==> src/rtl/interp_filt_pkg.sv <==
// Shared constants and helpers for the interpolation filter blocks.
package interp_filt_pkg;

  localparam int unsigned UNDERFLOW_CNT_W = 8;

  // Bits needed to hold 0..n-1, never less than one.
  function automatic int unsigned clog2_min1(input int unsigned n);
    int unsigned w;
    w = 0;
    for (int unsigned i = 0; i < 32; i++) begin
      if ((32'd1 << i) < n) w = i + 1;
    end
    return (w == 0) ? 1 : w;
  endfunction

endpackage

==> src/rtl/interp_filt_upsample_if.sv <==
// Sample input handshake plus the zero-stuffed output stream of the upsampler.
interface interp_filt_upsample_if #(
  parameter int DATA_WIDTH = 6
);
  logic signed [DATA_WIDTH-1:0] in_data;
  logic                         in_valid;
  logic                         in_ready;
  logic signed [DATA_WIDTH-1:0] out;
  logic                         out_sop;

  modport master (
    output in_data, in_valid,
    input  in_ready, out, out_sop
  );

  modport slave (
    input  in_data, in_valid,
    output in_ready, out, out_sop
  );
endinterface

==> src/rtl/interp_filt_fifo2.sv <==
// Two-entry FIFO with 1-bit wrapping pointers; callers gate push/pop on count.
module interp_filt_fifo2 #(
  parameter int DATA_WIDTH = 6
) (
  input  logic                         clk,
  input  logic                         rst,
  input  logic                         push,
  input  logic                         pop,
  input  logic signed [DATA_WIDTH-1:0] wr_data,
  output logic signed [DATA_WIDTH-1:0] head,
  output logic [1:0]                   count
);

  logic signed [DATA_WIDTH-1:0] mem_q [2];
  logic signed [DATA_WIDTH-1:0] mem_d [2];
  logic       wr_ptr_q, wr_ptr_d;
  logic       rd_ptr_q, rd_ptr_d;
  logic [1:0] count_q, count_d;
  logic       do_push, do_pop;

  always_comb begin
    do_push  = push && (count_q != 2'd2);
    do_pop   = pop && (count_q != 2'd0);
    mem_d    = mem_q;
    wr_ptr_d = wr_ptr_q;
    rd_ptr_d = rd_ptr_q;
    count_d  = count_q;
    if (do_push) begin
      mem_d[wr_ptr_q] = wr_data;
      wr_ptr_d        = ~wr_ptr_q;
    end
    if (do_pop) rd_ptr_d = ~rd_ptr_q;
    // Simultaneous push and pop leaves the count unchanged.
    if (do_push && !do_pop)      count_d = count_q + 2'd1;
    else if (do_pop && !do_push) count_d = count_q - 2'd1;
  end

  always_ff @(posedge clk or negedge rst) begin
    if (!rst) begin
      mem_q[0] <= '0;
      mem_q[1] <= '0;
      wr_ptr_q <= 1'b0;
      rd_ptr_q <= 1'b0;
      count_q  <= '0;
    end else begin
      mem_q    <= mem_d;
      wr_ptr_q <= wr_ptr_d;
      rd_ptr_q <= rd_ptr_d;
      count_q  <= count_d;
    end
  end

  assign head  = mem_q[rd_ptr_q];
  assign count = count_q;

endmodule

==> src/rtl/interp_filt_upsample.sv <==
// Zero-stuffing front end: one buffered sample then INTERP_FACTOR-1 zeros,
// with a phase-0 strobe and sticky/counted underflow on empty phase-0 slots.
module interp_filt_upsample
  import interp_filt_pkg::*;
#(
  parameter int DATA_WIDTH    = 6,
  parameter int INTERP_FACTOR = 4
) (
  input  logic                       clk,
  input  logic                       rst,
  interp_filt_upsample_if.slave      bus,
  output logic                       underflow,
  output logic [UNDERFLOW_CNT_W-1:0] underflow_cnt
);

  localparam int unsigned   PW     = clog2_min1(INTERP_FACTOR);
  localparam logic [PW-1:0] P_LAST = PW'(INTERP_FACTOR - 1);

  logic [PW-1:0]                p_q, p_d;
  logic signed [DATA_WIDTH-1:0] out_q, out_d;
  logic                         sop_q, sop_d;
  logic                         uf_q, uf_d;
  logic [UNDERFLOW_CNT_W-1:0]   uf_cnt_q, uf_cnt_d;

  logic signed [DATA_WIDTH-1:0] head;
  logic [1:0]                   count;
  logic                         ready, push, pop, load;

  interp_filt_fifo2 #(
    .DATA_WIDTH (DATA_WIDTH)
  ) u_fifo (
    .clk     (clk),
    .rst     (rst),
    .push    (push),
    .pop     (pop),
    .wr_data (bus.in_data),
    .head    (head),
    .count   (count)
  );

  always_comb begin
    ready    = (count != 2'd2);
    push     = bus.in_valid && ready;
    // p holds the phase now on out, so the last phase is the edge that loads phase 0.
    load     = (p_q == P_LAST);
    pop      = load && (count != 2'd0);
    p_d      = load ? '0 : p_q + PW'(1);
    out_d    = '0;
    sop_d    = load;
    uf_d     = uf_q;
    uf_cnt_d = uf_cnt_q;
    if (load) begin
      if (count != 2'd0) begin
        out_d = head;
      end else begin
        uf_d = 1'b1;
        if (uf_cnt_q != '1) uf_cnt_d = uf_cnt_q + 1'b1;
      end
    end
  end

  always_ff @(posedge clk or negedge rst) begin
    if (!rst) begin
      p_q      <= P_LAST;
      out_q    <= '0;
      sop_q    <= 1'b0;
      uf_q     <= 1'b0;
      uf_cnt_q <= '0;
    end else begin
      p_q      <= p_d;
      out_q    <= out_d;
      sop_q    <= sop_d;
      uf_q     <= uf_d;
      uf_cnt_q <= uf_cnt_d;
    end
  end

  assign bus.in_ready  = ready;
  assign bus.out       = out_q;
  assign bus.out_sop   = sop_q;
  assign underflow     = uf_q;
  assign underflow_cnt = uf_cnt_q;

endmodule
==> src/flat_wrapper.sv <==
// flat-port wrapper written by rule: the top's interface ports become plain ports
module interp_filt_upsample_flat import interp_filt_pkg::*;
#(
  parameter int DATA_WIDTH    = 6,
  parameter int INTERP_FACTOR = 4
)
  (clk, rst, underflow, underflow_cnt, bus_in_data, bus_in_valid, bus_in_ready, bus_out, bus_out_sop);
  interp_filt_upsample_if #(.DATA_WIDTH(DATA_WIDTH)) bus_i ();
  input  logic clk;
  input  logic rst;
  output logic underflow;
  output logic [UNDERFLOW_CNT_W-1:0] underflow_cnt;
  input wire logic [$bits(bus_i.in_data)-1:0] bus_in_data;
  input wire logic [$bits(bus_i.in_valid)-1:0] bus_in_valid;
  output wire logic [$bits(bus_i.in_ready)-1:0] bus_in_ready;
  output wire logic [$bits(bus_i.out)-1:0] bus_out;
  output wire logic [$bits(bus_i.out_sop)-1:0] bus_out_sop;
  assign bus_i.in_data = bus_in_data;
  assign bus_i.in_valid = bus_in_valid;
  assign bus_in_ready = bus_i.in_ready;
  assign bus_out = bus_i.out;
  assign bus_out_sop = bus_i.out_sop;
  interp_filt_upsample #(.DATA_WIDTH(DATA_WIDTH), .INTERP_FACTOR(INTERP_FACTOR)) u_core (.clk(clk), .rst(rst), .bus(bus_i), .underflow(underflow), .underflow_cnt(underflow_cnt));
endmodule
==> config.mk <==
export PLATFORM = sky130hd
export DESIGN_NAME = interp_filt_upsample_flat
export DESIGN_NICKNAME = d
export VERILOG_FILES = /design/src/rtl/interp_filt_pkg.sv /design/src/rtl/interp_filt_upsample_if.sv /design/src/rtl/interp_filt_fifo2.sv /design/src/rtl/interp_filt_upsample.sv /design/src/flat_wrapper.sv
export SDC_FILE = /design/constraint.sdc
export NUM_CORES = 1
export LEC_CHECK = 0
export ABC_CLOCK_PERIOD_IN_PS = 2400
export BUFFER_PORTS_ARGS = -buffer_cell sky130_fd_sc_hd__buf_2
export CAP_MARGIN = 20
export CORE_MARGIN = 10
export CORE_UTILIZATION = 54
export DETAILED_ROUTE_END_ITERATION = 12
export GPL_TIMING_DRIVEN = 1
export PLACE_DENSITY = 0.78
export SLEW_MARGIN = 20
export SYNTH_ARGS = -nofsm -noshare
export SYNTH_HDL_FRONTEND = slang
export SYNTH_HIERARCHICAL = 1
export SYNTH_SLANG_ARGS = --single-unit
==> constraint.sdc <==
create_clock -name clk -period 2.4 [get_ports clk]
set_clock_uncertainty 0.2 [all_clocks]
set_input_delay 0.6 -clock clk [delete_from_list [all_inputs] [get_ports clk]]
set_output_delay 0.6 -clock clk [all_outputs]
set_load 0.01 [all_outputs]
Word level (Yosys, flattened, before mapping)
Cells that the tools add are included.

Divide/modulo/power cells: 0. Shifts and indexed selects: 0. $lt $le $gt $ge: 3. Equal/unequal tests: 3. Reductions and logical operators: 13. Bitwise logic cells: 5. $add $sub $neg: 4. Multiply operators: 0. Multiplexer cells: 11.

Operators with widths (number): $mux 6 (6); $bwmux 12 (1); $add 8x1->8 const B (1); $ne 8x8->1 const B (1); $logic_and 1x1->1 (7); $demux 6 s1 (1); $mux 2 (3); $add 2x1->2 const B (2); $ge 2x2->1 const B (2); $not 1->2 (2); $reduce_bool 2->1 (2); $not 1->1 (3); $reduce_and 3->1 (1); $eq 2x2->1 const B (1); $logic_not 1->1 (2); $lt 2x1->1 const B (1); $ne 2x2->1 const B (1); $reduce_and 2->1 (1); $sub 2x1->2 const B (1).

Memory bits (read-only): 0. Logic and storage cells: 49. Register bits after elaboration: 34. Input port bits: 9. Latch bits: 0. Memories: 0. Memory bits (writable): 0.

Longest topological paths before layout
Gate-level depths: netlist of run 1.

Depth after elaboration: 7. Gate-level depth with buffers: 7. Depth with buffers taken out: 7.

Hierarchy
The synthesis of run 1 kept the hierarchy.

By module, submodules not included: interp_filt_fifo2 (seq. area each 400.4 um^2, times used 1, area an instance 780.7 um^2, cells each 49); interp_filt_upsample (seq. area each 452.9 um^2, times used 1, area an instance 777.0 um^2, cells each 60).

Worst setup path after synthesis of run 1
OpenSTA, ideal clock, no wires.

Path kind: register to register. Start point: reg u_core.p_q[0]. End point: reg u_core.uf_cnt_q[7], in the netlist u_core/underflow_cnt[7]. Path slack: 353 ps. Data required time: 2072 ps. Arrival: 1720 ps. Cell stages (with the launch flop): 5. Period minus slack after synthesis: 2047 ps. Buffers on the path: 0. Cell sequence: dfstp_2 -> ha_1 -> or3b_4 -> nor4_2 -> mux2_1.

Longest elaborated chain between the ends: 2.

Ends and longest elaborated chain: start, declared (line interp_filt_upsample.sv:19) `logic [PW-1:0] p_q, p_d;`; start signal, assigned (line interp_filt_upsample.sv:70) `p_q <= p_d;`; $eq 2x2->1 (line interp_filt_upsample.sv:45) `load = (p_q == P_LAST);`; named net u_core.load (line interp_filt_upsample.sv:27) `logic ready, push, pop, load;`; $reduce_and 3->1 (no source line); end signal, assigned (line interp_filt_upsample.sv:74) `uf_cnt_q <= uf_cnt_d;`; end, declared (line interp_filt_upsample.sv:23) `logic [UNDERFLOW_CNT_W-1:0] uf_cnt_q, uf_cnt_d;`.

The timed path passes the listed nets, and every way through them passes these cells. A chain may end at the register's enable or synchronous reset.

Worst setup path after layout of run 1
Ends and elaborated chain as after synthesis.

==> reports/summary.md, run 1 <==
The run finished with clean final reports. In the synthesized netlist the dominant register cell turns out to be dfrtp_1. The fraction of power spent switching nets came out at 31.1%. The congestion estimate from routability-driven global placement came to 0.770. The yosys synthesis warning count was 6; the fraction of layout cells with a size suffix above 1 was 44.6%. The via count of the first global-routing pass is 990. The run gives 4 as the first-pass iteration count of the detailed router. The die is 73.7 um tall. In this run the remaining antenna-violating nets after routing total 0. After detailed routing, the average wire length per cell comes to 16.6 um. Compared with the post-synthesis result, the final layout area differs by 14.1%.

Time the worst path needs with I/O delays and setup: 2170 ps. The critical path startpoint category was a flip-flop. The synthesized netlist devotes 5.06% of its cell area to compound gates. Diode insertion count for antenna repair: 0. The worst setup path is captured at a flip-flop. Buffers placed on the I/O ports in this run total 25. Of all cell types, the one taking the most synthesized area is dfrtp_1. The tree is rooted in a clkbuf_4. The most frequent cell after synthesis is dfrtp_1. Per report_power, the sequential group accounts for 47.0% of the total. For the H-tree depth, the log shows 2. The largest net degree at the start of global routing is 35. Of the total power, combinational logic draws 32.4%.

The final-report hold violation count is 0, and the setup TNS after final layout is 0 ps. The net count of the finished layout was 150; the number of enable-type register cells in the synthesized netlist was 0. The final total power is 0.00199 W, and the leakage power figure is 0.876 nW.

After global routing the overflow that remains totals 0. Once the clock tree was built, the resizer swapped 0 gates to a different size. The maximum net fanout on the critical path works out to 5. The internal power came out at 0.00137 W. The critical path goes through ha_1, or3b_4, nor4_2, mux2_1. The critical path is of the reg2reg type. The final core utilization was 64.4%. The commonest cells after synthesis are dfrtp_1 (32), mux2_4 (13), and2_1 (7).

In this run the cell area of the synthesized design comes to 1560 sq um. For this run, the total global-route usage over all layers was measured as 11.5%. The clock net in this run drives a total of 34 sinks. The number of rows created at floorplan was 19; the basic-gate share of the synthesized area counting and, or, nand and nor cells was 12.7%. Detailed routing inserted a total of 929 vias. Broken down by cell family, the worst path's largest delay share belongs to simple AND/OR/NAND/NOR gates. The async set or reset register ratio after synthesis is 100%, and the number of buffer and inverter instances along the worst setup path is 0. The clock buffer count from CTS was 5. Number of flip-flops and latches in the synthesized netlist: 34. The worst endpoint data arrival time was 2190 ps; the area share of xor/xnor cells in the synthesized design was 3.94%. The post-synthesis net count was 121; the number of design-rule violations left by the first detailed-router iteration was 47.

The via-per-instance ratio works out to 5.46. The clock latency at the later pin of the worst-skew pair is 340 ps, and the placed wire-length estimate is 2.05 mm. After synthesis, the largest family of logic cells by area is multiplexers. The switching power of the nets was 0.000619 W; the number of buffers inserted for hold repair after clock tree synthesis was 0.

The pin slew with the least headroom to its limit was 735 ps; the area of the core region was 2760 sq um. For the worst setup path, the data required time is 2420 ps. Prior to clock tree synthesis, the placed netlist has a worst setup slack of 221 ps.

The largest stage delay on the critical path was 540 ps; the fraction of the yosys area taken by sequential cells was 54.8%. The logs give 36 for the number of library cell types mapped by synthesis and 230 ps for the minimum setup slack among reg-to-reg paths. The share of total power dissipated in the clock network is 20.6%. In this run the deepest clock path goes through 2 buffers. A synthesized cell averages 14.3 sq um. During I/O placement, the number of pins put on the boundary was 26. In the routed design, unresolved DRC markers number 0. Timing would allow up to 461 MHz. After clock tree synthesis, the clock-pin slew on the worst setup and hold paths is 110 ps.

The final routed wirelength across all metal layers was 2.83 mm. In this run the worst hold path is classified as in2async. The first global-routing pass estimated 4.82 mm of wire. After synthesis, the cell types taking the most area are dfrtp_1 (51%), mux2_4 (13%), mux2_2 (4.3%). In the synthesized netlist, mux cells make up 19.0% of the area. The cell at the slowest stage of the critical path is dfstp_2. The initial antenna violation count is 0, and the top cell type's share of synthesized area is 51.4%.

TritonCTS built the clock tree. Across all setup checks in the final design, the least slack found is 230 ps. The overall die width came out at 73.7 um. Setup violations remaining at the end of the flow were counted as 0. Setup repair after global routing left no endpoint under its margin. Headroom to the max-slew limit came out at 51.0%. Count of mapped cells out of synthesis: 109.

For the overall die area, the log shows 5430 sq um. The buffers inserted during post-CTS setup optimization was 0. The effective utilization at floorplan was 56.5%; the share of synthesized cell area in full adder, half adder and majority cells was 2.41%. The number of max-slew violations in the final report was 0; the final period utilization was 90.4%.

The worst-case IR drop observed on VDD is 818 uV. Power spread over the standard cell area amounts to 1120 nW/um^2. Across the run, the number of max-cap violations was 0.
==> state kept, by name, summed over array words and instances (netlist names) <==
signal and flops:
u_core/u_fifo/rd_ptr_q 1, u_core/underflow_cnt 8, u_core/bus.out_sop 1, u_core/p_q 2, u_core/underflow 1, u_core/u_fifo/wr_ptr_q 1, u_core/bus.out 6, u_core/u_fifo/mem_q 12
u_core/u_fifo/count 2
==> worst paths after layout <==
check / start / end / cells after the start
min in group clk: u_core/underflow$_DFFE_PN0P_ / u_core/underflow$_DFFE_PN0P_ / 1
setup / recovery: u_core/p_q[0]$_DFF_PN1_ / u_core/underflow_cnt[7]$_DFFE_PN0P_ / 4
hold reg to reg: u_core/underflow$_DFFE_PN0P_ / u_core/underflow$_DFFE_PN0P_ / 1
max in group asynchronous: rst / u_core/bus.out_sop$_DFF_PN0_ / 1
hold / removal: rst / u_core/bus.out[0]$_DFF_PN0_ / 1
setup reg to reg: u_core/p_q[0]$_DFF_PN1_ / u_core/underflow_cnt[7]$_DFFE_PN0P_ / 4
==> placed cells by master, fill, tap and decap left out, types with 2 or more instances in the layout <==
cell / instances
clkbuf_4: 5
dfstp_2: 2
nand4_1: 2
buf_2: 25
ha_1: 3
mux2_1: 2
mux2_2: 6
mux2_4: 13
clkinv_2: 2
nand2b_1: 4
dfrtp_1: 32
nand2_1: 2
xnor2_1: 3
xor2_1: 4
and2_1: 7
a31oi_1: 2
nor2_1: 3
==> worst reg2reg max path: stages (launching register included) <==
cell     delay (ps)
dfstp_2         540
ha_1            220
or3b_4          440
nor4_2          300
mux2_1          360
==> cell families after synthesis <==
| logic type | count (synthesis) |
|---|---|
| DFF | 34 |
| adders and majority gates | 3 |
| and+or+nand+nor | 28 |
| xor gates and xnor gates | 7 |
| AOI/OAI and AO/OA | 10 |
| buffers and inverters | 5 |
| muxes | 22 |
==> stage by stage <==
step | hold slack [ps] | instance area (sq um) | instances
after detailed placement | 285 | 1700 | 162
final | 109 | 1780 | 170
after CTS | 129 | 1780 | 170
after global routing | 144 | 1780 | 170
after floorplan | 104 | 1560 | 109
after global placement | 263 | 1700 | 162
==> routing by layer <==
metal  global-route usage [%]  wire, um  share of wire (%)  vias up
met3                     3.77       178                6.3        6
li1                         -         -                  -      445
met2                     18.4      1400                 49       25
met5                        0         0                  0        -
met1                     13.0      1190                 42      453
met4                     6.83        61                2.2        0
==> power by group through the flow <==
stage          combinational [W]  sequential [W]  clock [W]
5_1_grt                 0.000698        0.000971   0.000449
3_3_place_gp            0.000627        0.000928          0
6_report                0.000645        0.000935   0.000411
3_5_place_dp            0.000649        0.000946          0
4_1_cts                 0.000657        0.000938   0.000420
2_1_floorplan           0.000552        0.000896          0
==> cell type report <==
class | instances | area [sq um]
Fill cell | 236 | 981
Sequential cell | 34 | 853
Multi-Input combinational cell | 70 | 671
Timing Repair Buffer | 26 | 133
Clock inverter | 3 | 40.0
Tap cell | 31 | 38.8
Clock buffer | 5 | 37.5
Inverter | 1 | 3.75
Power figures use the tool's default switching activity.
==> inputs of run 2 (changes only) <==
--- a/config.mk
+++ b/config.mk
@@ -15,2 +15,3 @@
 export PLACE_DENSITY = 0.78
+export RECOVER_POWER = 25
 export SLEW_MARGIN = 20
==> constraint.sdc (replaced) <==
create_clock -name clk -period 2.4 [get_ports clk]
set_clock_uncertainty 0.2 [all_clocks]
set_input_delay 0.36 -clock clk [delete_from_list [all_inputs] [get_ports clk]]
set_output_delay 0.36 -clock clk [all_outputs]
set_load 0.01 [all_outputs]
==> run 2 against run 1 <==
Flip-flop and latch count did not move. Global-route usage shrank 0.61 points. Critical path type unchanged. Critical endpoint unchanged. Largest cell class unchanged. Count of clock-buffer cells in the layout up 2.
==> reports/summary.md, run 2 (synthesis gave the netlist of run 1 again) <==
Leaving out fill and tap cells, the most frequent cells in the layout are dfrtp_1 (32), buf_2 (23), mux2_4 (13), and2_1 (7), mux2_2 (6). At the pin with the least slew margin, the transition time is 811 ps. The die extent in y was 73.7 um; the total of buffers placed on input and output ports was 25. The final period utilization works out to 91.1%. The first global-routing pass estimated 4.65 mm of wire. Leaving out fill and tap cells, the most frequent cell in the layout is dfrtp_1. Hold path startpoint: bus_in_data[4]. Once routing completed, OpenROAD measured the worst setup slack at 213 ps. The worst register-to-register path has a depth of 4. The first-pass iteration count of the detailed router came out at 4.

In this run the power density over the cells is 1070 nW/um^2. Routability-driven placement finished with a final weighted congestion of 0.769. In the final routed layout, each cell accounts on average for 16.3 um.

The floorplan step defined a die boundary enclosing 5430 sq um. The initial antenna violation count was 0. Met2 capacity usage during global routing: 18.2%.

The count of nets left with antenna violations once routing finished came out at 0. The number of clock buffers added by TritonCTS is 5. The tools report the launch point of the worst reg-to-reg path as u_core/p_q[0]$_DFF_PN1_. The analysis attributes to cell leakage a power of 0.866 nW. The worst endpoint required time is 2410 ps. The endpoint kind of the worst setup timing path was a flip-flop. After clock tree synthesis, the clock-pin slew on the worst setup and hold paths is 100 ps. The tools report the final-report hold violation count as 0.

The tools report the net count of the finished layout as 151. Clock tree synthesis selected as its root buffer the cell clkbuf_4. In this run the horizontal extent of the chip is 73.7 um. The tools report the end point of the most critical hold path as u_core/u_fifo/mem_q[4]$_DFFE_PN0P_.

For the worst endpoint data arrival time, the log shows 2200 ps. For the effective utilization at floorplan, the log shows 56.5%. The run gives 3.77% as the fraction of met3 tracks used by global routing. The clock drives 34 sinks. The tool flagged a number of max-cap violations equal to 0.

The H-tree was split into 2 levels. Final core utilization: 64.1%. In this run the critical register-to-register path is captured at u_core/underflow_cnt[7]$_DFFE_PN0P_.

Post-CTS timing repair inserted 0 buffers for setup. After detailed routing, the number of remaining DRC violations is 0. The flow ran to the end, and the final reports show no timing, DRC or antenna violations.

The via count of the first global-routing pass was 979; the number of instances on the worst hold path was 2. The longest clock path from root to sink contains 2 buffers. The placed wire-length estimate came out at 1.99 mm. The normalized max-slew margin was 45.9%; the final global-route overflow total was 0. OpenSTA, run right after detailed placement, puts the worst setup slack at 234 ps. Summed over all layers, the routed wires come to 2.79 mm. Entering global routing, the biggest net connects 35 pins. The global-route total usage across every layer is 10.9%.

Register bank with the most flops: u_core/u_fifo/mem_q. Fraction of layout cells with a size suffix above 1: 42.9%. The number of flip-flops under the largest register name works out to 12. The run gives 0 ps as the setup TNS after final layout. The critical path startpoint category is a flip-flop. TritonCTS built the clock tree. The setup-violating endpoint count in the final report came out at 0. VDD sags by at most 844 uV. Setup repair after global routing left no endpoint under its margin.

The maximum net fanout on the critical path was 5; the diode insertion count for antenna repair was 0. The setup check on the worst reg-to-reg path leaves a slack of 210 ps. The critical path is of the reg2reg type. After floorplanning, the core was sized to cover 2760 sq um.

After global routing, the most crowded layer is met2. At the later pin of the worst-skew pair, clock insertion delay measures 320 ps. In this run, the number of DRC markers left after iteration 0 of detailed routing was 55. The count of pins on the block boundary was 26; the area growth from synthesis to layout was 13.5%. The met1 routing resource usage after global routing was 12.6%.

Time the worst path needs with I/O delays and setup: 2190 ps. Derived from the worst setup path, the maximum achievable clock frequency is 457 MHz. The routed layout has 933 vias. In the routed layout, each cell is associated on average with a via count of 5.46.

In this run the worst hold path is classified as in2reg. For the number of rows created at floorplan, the log shows 19. The number of max-slew violations in the final report was 0.
[run 2: routing by layer]
layer / wire (um) / part of all wire (%)
met1: 1210 / 44
met2: 1390 / 50
met3: 163 / 5.9
met4: 12 / 0.43
met5: 0 / 0
[run 2: cell type report]
class | instances | area (sq um)
fill | 233 | 990
sequential | 34 | 853
multi-input combinational | 70 | 671
timing repair buffer | 27 | 141
clock buffer | 7 | 55.1
tap | 31 | 38.8
clock inverter | 1 | 5.00
inverter | 1 | 3.75
[run 2: worst max path at each step]
stage | depth (start not counted) | startpoint | to
2_1_floorplan | 4 | u_core/p_q[0]$_DFF_PN1_ | u_core/underflow_cnt[7]$_DFFE_PN0P_
3_3_place_gp | 4 | u_core/p_q[0]$_DFF_PN1_ | u_core/underflow_cnt[7]$_DFFE_PN0P_
3_5_place_dp | 4 | u_core/p_q[0]$_DFF_PN1_ | u_core/underflow_cnt[7]$_DFFE_PN0P_
4_1_cts | 4 | u_core/p_q[0]$_DFF_PN1_ | u_core/underflow_cnt[7]$_DFFE_PN0P_
5_1_grt | 4 | u_core/p_q[0]$_DFF_PN1_ | u_core/underflow_cnt[7]$_DFFE_PN0P_
6_report | 4 | u_core/p_q[0]$_DFF_PN1_ | u_core/underflow_cnt[7]$_DFFE_PN0P_
[run 2: power breakdown]
group	leakage [nW]	switching, W	internal (W)
Combinational	0.408	0.000237	0.000411
Clock	0.0353	0.000179	0.000142
Sequential	0.422	0.000184	0.000748
[run 2: timing repair]
item	CTS	global route
hold endpoints to repair	32	0
hold buffers	1	0
gates resized for setup	0	0
[run 2: worst max-delay path, stage by stage, from the launching register on]
cell and delay, ps:
dfstp_2 540, ha_1 210, or3b_4 440, nor4_2 330, mux2_1 370
[run 2: metrics by stage]
| stage | hold slack [ps] | area [sq um] | instances | total power [W] |
|---|---|---|---|---|
| 2_1_floorplan | -136 | 1560 | 109 | 0.00145 |
| 3_3_place_gp | 250 | 1700 | 162 | 0.00156 |
| 3_5_place_dp | 263 | 1700 | 162 | 0.00159 |
| 4_1_cts | 70.5 | 1770 | 171 | 0.00192 |
| 5_1_grt | 57.9 | 1770 | 171 | 0.00203 |
| 6_report | 83.9 | 1770 | 171 | 0.00190 |
